[src/rtl/iobus_i2c_pkg.sv]
// Shared types and register map for the memory-mapped I2C master.
// Field positions here are the single source for both the CTRL decode and the STATUS read mux.
package iobus_i2c_pkg;

  typedef enum logic [2:0] {
    StIdle,
    StStart,
    StBits,
    StAck,
    StStop
  } i2c_state_e;

  localparam logic [31:0] CtrlOffset   = 32'h0;
  localparam logic [31:0] StatusOffset = 32'h4;

  localparam int unsigned CtrlStartBit = 8;
  localparam int unsigned CtrlStopBit  = 9;
  localparam int unsigned CtrlReadBit  = 10;
  localparam int unsigned CtrlNackBit  = 11;

  localparam int unsigned StatBusyBit   = 0;
  localparam int unsigned StatAckErrBit = 1;
  localparam int unsigned StatRxLsb     = 8;

endpackage

[src/rtl/i2c_qtick.sv]
// Quarter-period timer: strobes the first and last cycle of each SCL quarter.
// While hold_i is high the count freezes and neither strobe fires.
module i2c_qtick #(
  parameter int unsigned QDIV = 125
) (
  input  logic clk_i,
  input  logic rst_i,
  input  logic en_i,
  input  logic hold_i,
  output logic qstart_o,
  output logic qend_o
);

  localparam int unsigned CntW = (QDIV > 1) ? $clog2(QDIV) : 1;
  localparam logic [CntW-1:0] CntMax = CntW'(QDIV - 1);

  logic [CntW-1:0] cnt_q;

  always_ff @(posedge clk_i or posedge rst_i) begin
    if (rst_i) begin
      cnt_q <= '0;
    end else if (!en_i) begin
      cnt_q <= '0;
    end else if (!hold_i) begin
      cnt_q <= (cnt_q == CntMax) ? '0 : cnt_q + 1'b1;
    end
  end

  assign qstart_o = en_i && !hold_i && (cnt_q == '0);
  assign qend_o   = en_i && !hold_i && (cnt_q == CntMax);

endmodule

[src/rtl/iobus_i2c_master.sv]
// Memory-mapped single-byte I2C master (CTRL at BASE_ADDR, STATUS at BASE_ADDR+4).
// Define I2C_STRETCH_EN to let a target stretch SCL; otherwise SCL_IN is ignored.
module iobus_i2c_master
  import iobus_i2c_pkg::*;
#(
  parameter logic [31:0] BASE_ADDR = 32'h1100_0100,
  parameter int unsigned QDIV      = 125
) (
  input  logic        CLK,
  input  logic        RESET,
  input  logic [31:0] IOBUS_ADDR,
  input  logic [31:0] IOBUS_OUT,
  input  logic        IOBUS_WR,
  output logic [31:0] IOBUS_IN,
  output logic        SCL_OE,
  output logic        SDA_OE,
  input  logic        SCL_IN,
  input  logic        SDA_IN
);

  i2c_state_e state_q;
  logic [1:0] qtr_q;
  logic [2:0] bit_q;
  logic [7:0] sh_q;
  logic [7:0] rxdata_q;
  logic       ack_err_q, busy_q, scl_oe_q, sda_oe_q;
  logic       stop_q, read_q, nack_q;
  logic       accept, qstart, qend, stretch_hold;

  logic unused_wdata;
  assign unused_wdata = ^IOBUS_OUT[31:12];

  assign accept = IOBUS_WR && (IOBUS_ADDR == BASE_ADDR + CtrlOffset) && !busy_q;

`ifdef I2C_STRETCH_EN
  // A target holding SCL low after we released it pauses the quarter timer.
  assign stretch_hold = !scl_oe_q && !SCL_IN;
`else
  logic unused_scl_in;
  assign unused_scl_in = SCL_IN;
  assign stretch_hold  = 1'b0;
`endif

  i2c_qtick #(
    .QDIV(QDIV)
  ) u_qtick (
    .clk_i   (CLK),
    .rst_i   (RESET),
    .en_i    (busy_q),
    .hold_i  (stretch_hold),
    .qstart_o(qstart),
    .qend_o  (qend)
  );

  always_ff @(posedge CLK or posedge RESET) begin
    if (RESET) begin
      state_q   <= StIdle;
      qtr_q     <= '0;
      bit_q     <= '0;
      sh_q      <= '0;
      rxdata_q  <= '0;
      ack_err_q <= 1'b0;
      busy_q    <= 1'b0;
      scl_oe_q  <= 1'b0;
      sda_oe_q  <= 1'b0;
      stop_q    <= 1'b0;
      read_q    <= 1'b0;
      nack_q    <= 1'b0;
    end else if (state_q == StIdle) begin
      if (accept) begin
        state_q   <= IOBUS_OUT[CtrlStartBit] ? StStart : StBits;
        busy_q    <= 1'b1;
        ack_err_q <= 1'b0;
        sh_q      <= IOBUS_OUT[7:0];
        stop_q    <= IOBUS_OUT[CtrlStopBit];
        read_q    <= IOBUS_OUT[CtrlReadBit];
        nack_q    <= IOBUS_OUT[CtrlNackBit];
        qtr_q     <= '0;
        bit_q     <= '0;
      end
    end else begin
      // Pin actions are taken on the first cycle of each quarter.
      if (qstart) begin
        case (state_q)
          StStart: begin
            case (qtr_q)
              2'd0: begin
                scl_oe_q <= 1'b0;
                sda_oe_q <= 1'b0;
              end
              2'd1:    sda_oe_q <= 1'b1;
              2'd3:    scl_oe_q <= 1'b1;
              default: ;
            endcase
          end
          StBits: begin
            case (qtr_q)
              2'd0:    sda_oe_q <= !read_q && !sh_q[7];
              2'd1:    scl_oe_q <= 1'b0;
              2'd2:    sh_q     <= {sh_q[6:0], SDA_IN};
              default: scl_oe_q <= 1'b1;
            endcase
          end
          StAck: begin
            case (qtr_q)
              2'd0: sda_oe_q <= read_q && !nack_q;
              2'd1: scl_oe_q <= 1'b0;
              2'd2: begin
                if (!read_q) ack_err_q <= SDA_IN;
              end
              default: scl_oe_q <= 1'b1;
            endcase
          end
          StStop: begin
            case (qtr_q)
              2'd0:    sda_oe_q <= 1'b1;
              2'd1:    scl_oe_q <= 1'b0;
              2'd2:    sda_oe_q <= 1'b0;
              default: ;
            endcase
          end
          default: ;
        endcase
      end
      if (qend) begin
        qtr_q <= qtr_q + 2'd1;
        if (qtr_q == 2'd3) begin
          case (state_q)
            StStart: begin
              state_q <= StBits;
              bit_q   <= '0;
            end
            StBits: begin
              bit_q <= bit_q + 3'd1;
              if (bit_q == 3'd7) state_q <= StAck;
            end
            StAck: begin
              if (read_q) rxdata_q <= sh_q;
              if (stop_q) begin
                state_q <= StStop;
              end else begin
                state_q  <= StIdle;
                busy_q   <= 1'b0;
                sda_oe_q <= 1'b0;
              end
            end
            StStop: begin
              state_q <= StIdle;
              busy_q  <= 1'b0;
            end
            default: ;
          endcase
        end
      end
    end
  end

  always_comb begin
    IOBUS_IN = '0;
    if (IOBUS_ADDR == BASE_ADDR + StatusOffset) begin
      IOBUS_IN[StatBusyBit]        = busy_q;
      IOBUS_IN[StatAckErrBit]      = ack_err_q;
      IOBUS_IN[StatRxLsb +: 8]     = rxdata_q;
    end
  end

  assign SCL_OE = scl_oe_q;
  assign SDA_OE = sda_oe_q;

endmodule

[config.mk]
export PLATFORM = sky130hd
export DESIGN_NAME = iobus_i2c_master
export DESIGN_NICKNAME = d
export VERILOG_FILES = /design/src/rtl/iobus_i2c_pkg.sv /design/src/rtl/i2c_qtick.sv /design/src/rtl/iobus_i2c_master.sv
export SDC_FILE = /design/constraint.sdc
export NUM_CORES = 1
export LEC_CHECK = 0
export ABC_CLOCK_PERIOD_IN_PS = 3200
export BUFFER_PORTS_ARGS = -buffer_cell sky130_fd_sc_hd__buf_2
export CAP_MARGIN = 20
export CORE_ASPECT_RATIO = 2
export CORE_MARGIN = 1.5
export CORE_UTILIZATION = 40
export DETAILED_ROUTE_END_ITERATION = 8
export PLACE_DENSITY_LB_ADDON = 0.2
export REMOVE_ABC_BUFFERS = 1
export SLEW_MARGIN = 20
export SYNTH_ARGS = -nofsm -noshare
export SYNTH_HDL_FRONTEND = slang
export SYNTH_SLANG_ARGS = --single-unit
[constraint.sdc]
create_clock -name CLK -period 3.2 [get_ports CLK]
set_clock_uncertainty 0.15 [all_clocks]
set_input_delay 0.96 -clock CLK [delete_from_list [all_inputs] [get_ports CLK]]
set_output_delay 0.96 -clock CLK [all_outputs]
set_load 0.1 [all_outputs]
==> flow_metrics.tcl, run 1 <==
set metrics [dict create \
    drv_cap 0 \
    dp_hpwl_um 4250 \
    reg2reg_to "rxdata_q[5]" \
    hold_depth 1 \
    cts_sinks 38 \
    clock_path_buffers 2 \
    vdd_ir_drop_max_v 0.000411 \
    synth_seq_cells 38 \
    start_util_pct 40.8 \
    crit_family "simple AND/OR/NAND/NOR gates" \
    min_period_over_period_pct 104 \
    finalCriticalPeriod_ns 3.32 \
    rrSetupSlack_ns 0.87 \
    path_cells "buf_2 -> nor4b_2 -> nand4_1 -> nor3_2 -> buf_4 -> and2_4 -> buf_12" \
    finalSetupViolCount 10 \
    synth.distinct_cells 47 \
    status "complete, but fails checks" \
    r2r_cells 7 \
    final_cells 401 \
    cts_buffers 5 \
    first_pass_iters 6 \
    seq_area_frac_synth_pct 39.2 \
    violations "DRC, setup timing" \
    r2r-start "u_qtick.cnt_q[0]" \
    worstPathArrival_ns 2.21 \
    io_pins 103 \
    multiInputGateArea_mm2 0.00142 \
    drcViolationCount 6 \
    path_clk_slew_ns 0.06 \
    p_total_uw 1300 \
    worstPathBufferInverterCount 3 \
    grt_max_degree 39 \
    die_w_um 58.1 \
    io_buffers 59 \
    totalWireLength_um 5750 \
    gp_congestion 0.804 \
    rows 40 \
    critPathCaptureType "primary output" \
    synth-warning-count 0 \
    hold-path-endpoint "ack_err_q" \
    relSlewSlack_pct 49.0 \
    maxSlewViolCount 0 \
    fin_util_pct 54.9 \
    syn_inst 267 \
    slowest_delay_ns 0.26 \
    worstPathRequired_ns 2.09 \
    fillers 548 \
    diodes 0 \
    hold_viol 0 \
    via_count 2108 \
    drive_gt1_share_pct 37.6 \
    grt_pass1_vias 2056 \
    ant_nets 0 \
    netlist_area_mm2 0.00243 \
    power_density_mw_per_mm2 397 \
    tritoncts "done" \
    cts_root_buf "clkbuf_16" \
    cp-start-kind "input pin" \
    synth.avg_cell_area_um2 9.10 \
    ys.flop_type "dfrtp_1" \
    viasPerCell 5.26 \
    layout_common_cells "nand2_1, buf_2, dfrtp_1" \
    clk_latency_ns 0.28 \
    critPathKind "input pin to primary output" \
    crit_fanout 5 \
    setup.worst_path.start "IOBUS_ADDR[11]" \
    crit_path_top_delay_cell "nor4b_2" \
    final_common_cell "nand2_1" \
    synth_edf_count 0 \
    grt_pass1_wl_um 9540 \
    synth-async-reset-ratio_pct 100 \
    die_height_um 113 \
    hold_start "ack_err_q" \
    dp.cells 387 \
    grt-ovfl-total 0 \
    leakage_uw 0.00160 \
    worstMarginPinSlew_ns 0.754 \
    whs_ns 0.363 \
    regArea_um2 951 \
    grt_setup_unrepaired "true" \
    grt_antenna_before_repair 0 \
    fin_ws_ns -0.121 \
    core-area_mm2 0.00596 \
    area_growth_syn_to_layout_pct 34.7 \
    hold_buffers 0 \
    maxClockFrequency_mhz 301 \
    grt.total_usage_pct 18.6 \
    die-area_mm2 0.00658 \
    tns_ns -1.09 \
    min_path_type "flop to flop" \
    htree_levels 2 \
    nets 414 \
    drt-wirelength-per-cell_um 14.3 \
    drt_iter0_drc 84 \
]
==> cell families (layout without fill, tap and decap cells) <==
kind of cell	Yosys count	count (layout)	synth area share, %
adder cells (fa/ha/maj)	8	8	4.12
flip-flops	38	38	39.2
XOR/XNOR	5	5	1.80
AO/OA/AOI/OAI	38	38	10.1
buffers and inverters	40	90	10.0
AND/OR/NAND/NOR	116	116	24.9
other	1	22	0.154
multiplexers	21	21	9.69
==> area by class of cell <==
type,count,area share (%)
clock buffer,6,4.24
timing repair buffer,74,18.2
clock inverter,2,1.84
inverter,8,0.918
tap,63,2.41
sequential,38,29.1
multi-input combinational,210,43.3
==> synth_stat cells, drive strengths merged (5+ instances only) <==
| cell | n | area share [%] |
|---|---|---|
| o21ai | 13 | 2.7 |
| o211ai | 5 | 1.5 |
| buf | 26 | 7.9 |
| nor2 | 20 | 3.1 |
| clkbuf | 6 | 0.93 |
| nand2 | 44 | 6.8 |
| nor3 | 6 | 1.7 |
| and2 | 12 | 3.1 |
| inv | 8 | 1.2 |
| mux2 | 20 | 9.3 |
| ha | 8 | 4.1 |
| a21oi | 5 | 1.0 |
| dfrtp | 38 | 39 |
| nand3 | 8 | 1.6 |
==> flip-flops by register name, summed over array words and instances (netlist names) <==
signal,flops
qtr_q,2
SDA_OE,1
u_qtick.cnt_q,7
stop_q,1
ack_err_q,1
read_q,1
bit_q,3
SCL_OE,1
sh_q,8
nack_q,1
rxdata_q,8
busy_q,1
state_q,3
==> power by group <==
group | total, µW | internal (µW) | switching [µW]
sequential | 481 | 481 | 0
combinational | 168 | 30.6 | 138
clock | 651 | 468 | 183
total | 1300 | 979 | 321
==> routing by layer <==
layer | share of wire [%] | track usage [%] | vias up | wire (µm)
li1 | - | - | 1020 | -
met1 | 35 | 19.2 | 1021 | 2010
met2 | 59 | 35.8 | 57 | 3410
met3 | 3.4 | 2.74 | 10 | 193
met4 | 2.2 | 7.29 | 0 | 129
met5 | 0 | 0 | - | 0
==> per-stage QoR <==
step / instance area, µm² / setup WS, ns
finish: 3270 / -0.121
global route: 3270 / -0.198
CTS: 3230 / -0.160
detailed placement: 2890 / -0.249
global placement: 2890 / -0.252
floorplan: 2290 / -0.629
==> what timing repair did <==
item | in CTS | in global routing
buffers inserted | 6 | 0
gates resized for setup | 23 | 8
cloned | 1 | 0
pin swaps | 14 | 7
endpoints found under the setup margin | 10 | 26
==> how the worst max path moves through the flow <==
stage	end	slack [ns]	depth (start not counted)
floorplan	IOBUS_IN[0]	-0.63	4
global route	IOBUS_IN[9]	-0.20	7
global placement	IOBUS_IN[0]	-0.25	7
CTS	IOBUS_IN[0]	-0.16	7
finish	IOBUS_IN[9]	-0.12	7
detailed placement	IOBUS_IN[8]	-0.25	7
No activity file was read; power rests on OpenSTA's default activity.
==> inputs of run 2 (changes only) <==
Settings changed: CAP_MARGIN 20 to not set, RECOVER_POWER set to 25.
==> run 2 against run 1 <==
Effect of this change: setup slack is essentially flat; sequential power about the same; critical path depth is the same; the run still ends with DRC, setup timing left; critical path type unchanged; clock-buffer cell count did not move; via count barely moved; clock power hardly changed; global-route usage unchanged; highest routed layer unchanged; final cell count unchanged; power hardly changed; final area is essentially flat; hold slack did not move.
==> flow_metrics.tcl, run 2 (same netlist as run 1, synthesis figures left out) <==
set metrics [dict create \
    grt-ovfl-total 0 \
    maxSlewViolCount 0 \
    reg_top3 "rxdata_q: 8 flops, sh_q: 8 flops, u_qtick.cnt_q: 7 flops" \
    leakage_uw 0.00160 \
    viasPerCell 5.26 \
    critPathCaptureType "primary output" \
    rows 40 \
    finalCriticalPeriod_ns 3.32 \
    vdd_ir_drop_max_v 0.000411 \
    grt.total_usage_pct 18.6 \
    hold_start "ack_err_q" \
    p_total_uw 1300 \
    worstPathArrival_ns 2.21 \
    power_density_mw_per_mm2 397 \
    tritoncts "done" \
    r2r-start "u_qtick.cnt_q[0]" \
    dp_hpwl_um 4250 \
    drv_cap 0 \
    htree_levels 2 \
    rrSetupSlack_ns 0.87 \
    start_util_pct 40.8 \
    drcViolationCount 6 \
    path_clk_slew_ns 0.06 \
    nets 414 \
    grt_setup_unrepaired "true" \
    r2r_cells 7 \
    fin_ws_ns -0.121 \
    gp_congestion 0.804 \
    drt_iter0_drc 84 \
    first_pass_iters 6 \
    clk_latency_ns 0.28 \
    die_height_um 113 \
    hold_depth 1 \
    wl_met1_um 2010 \
    grt_max_degree 39 \
    top_layer "met4" \
    grt_pass1_vias 2056 \
    ant_nets 0 \
    worstPathRequired_ns 2.09 \
    grt_pass1_wl_um 9540 \
    final_common_cell "nand2_1" \
    io_pins 103 \
    drive_gt1_share_pct 37.6 \
    reg2reg_to "rxdata_q[5]" \
    status "complete, but fails checks" \
    totalWireLength_um 5750 \
    crit_fanout 5 \
    diodes 0 \
    cts_buffers 5 \
    grt_antenna_before_repair 0 \
    io_buffers 59 \
    violations "DRC, setup timing" \
    maxClockFrequency_mhz 301 \
    die-area_mm2 0.00658 \
    layout_common_cells "nand2_1, buf_2, dfrtp_1" \
    die_w_um 58.1 \
    setup.worst_path.start "IOBUS_ADDR[11]" \
    core-area_mm2 0.00596 \
    wl_met2_um 3410 \
    finalSetupViolCount 10 \
    worstMarginPinSlew_ns 0.946 \
    clock_path_buffers 2 \
    area_growth_syn_to_layout_pct 34.6 \
    hold-path-endpoint "ack_err_q" \
    drt-wirelength-per-cell_um 14.3 \
    relSlewSlack_pct 36.9 \
    cts_sinks 38 \
    min_period_over_period_pct 104 \
    min_path_type "flop to flop" \
    place_area_mm2 0.00289 \
    hold_buffers 0 \
    cts_root_buf "clkbuf_16" \
    fin_area_mm2 0.00327 \
    cp-start-kind "input pin" \
    via_count 2109 \
    hold_viol 0 \
    critPathKind "input pin to primary output" \
    routed-wl-met3_um 193 \
]
==> run 2: cell type report <==
type / instances / area, µm²
clock inverters: 2 / 60.1
flip-flops and latches: 38 / 951
fillers: 547 / 2690
well taps: 63 / 78.8
inverters: 8 / 30.0
clock buffers: 6 / 139
multi-input cells: 210 / 1420
repair buffers: 74 / 593
==> run 2: metrics by stage <==
stage	hold slack, ns	utilization (%)	setup TNS, ns	cells	setup WS, ns
after floorplan	0.314	-	-6.29	256	-0.629
after global placement	0.330	48.4	-2.47	387	-0.252
after detailed placement	0.341	48.4	-2.44	387	-0.249
after CTS	0.365	54.2	-1.44	402	-0.160
after global routing	0.384	54.9	-1.82	401	-0.198
final	0.363	54.9	-1.09	401	-0.121
==> run 2: how the worst max path moves through the flow <==
stage | endpoint | cells after the start
after global placement | IOBUS_IN[0] | 7
final | IOBUS_IN[9] | 7
after floorplan | IOBUS_IN[0] | 4
after global routing | IOBUS_IN[9] | 7
after detailed placement | IOBUS_IN[8] | 7
after CTS | IOBUS_IN[0] | 7
==> run 2: what timing repair did <==
item / in CTS / in global routing
pin swaps: 14 / 7
cloned: 1 / 0
endpoints found under the setup margin: 10 / 26
setup buffers: 6 / 0
hold endpoints to repair: 0 / 0
resized for setup: 23 / 8
==> run 2: metal layers <==
layer | global-route usage [%] | vias up
met4 | 7.29 | 0
li1 | - | 1020
met5 | 0 | -
met2 | 35.8 | 57
met1 | 19.2 | 1022
met3 | 2.74 | 10
==> run 2: report_power, final <==
part           internal (µW)  switching, µW  leakage, µW  total (µW)
registers                481              0     0.000489         481
logic                   30.1            138      0.00102         168
clock network            468            183    0.0000971         651
total                    978            321      0.00160        1300
==> run 2: critical path, cell delays in order <==
cell	delay, ns
buf_2	0.11
nor4b_2	0.26
nand4_1	0.17
nor3_2	0.20
buf_4	0.19
and2_4	0.16
buf_12	0.16
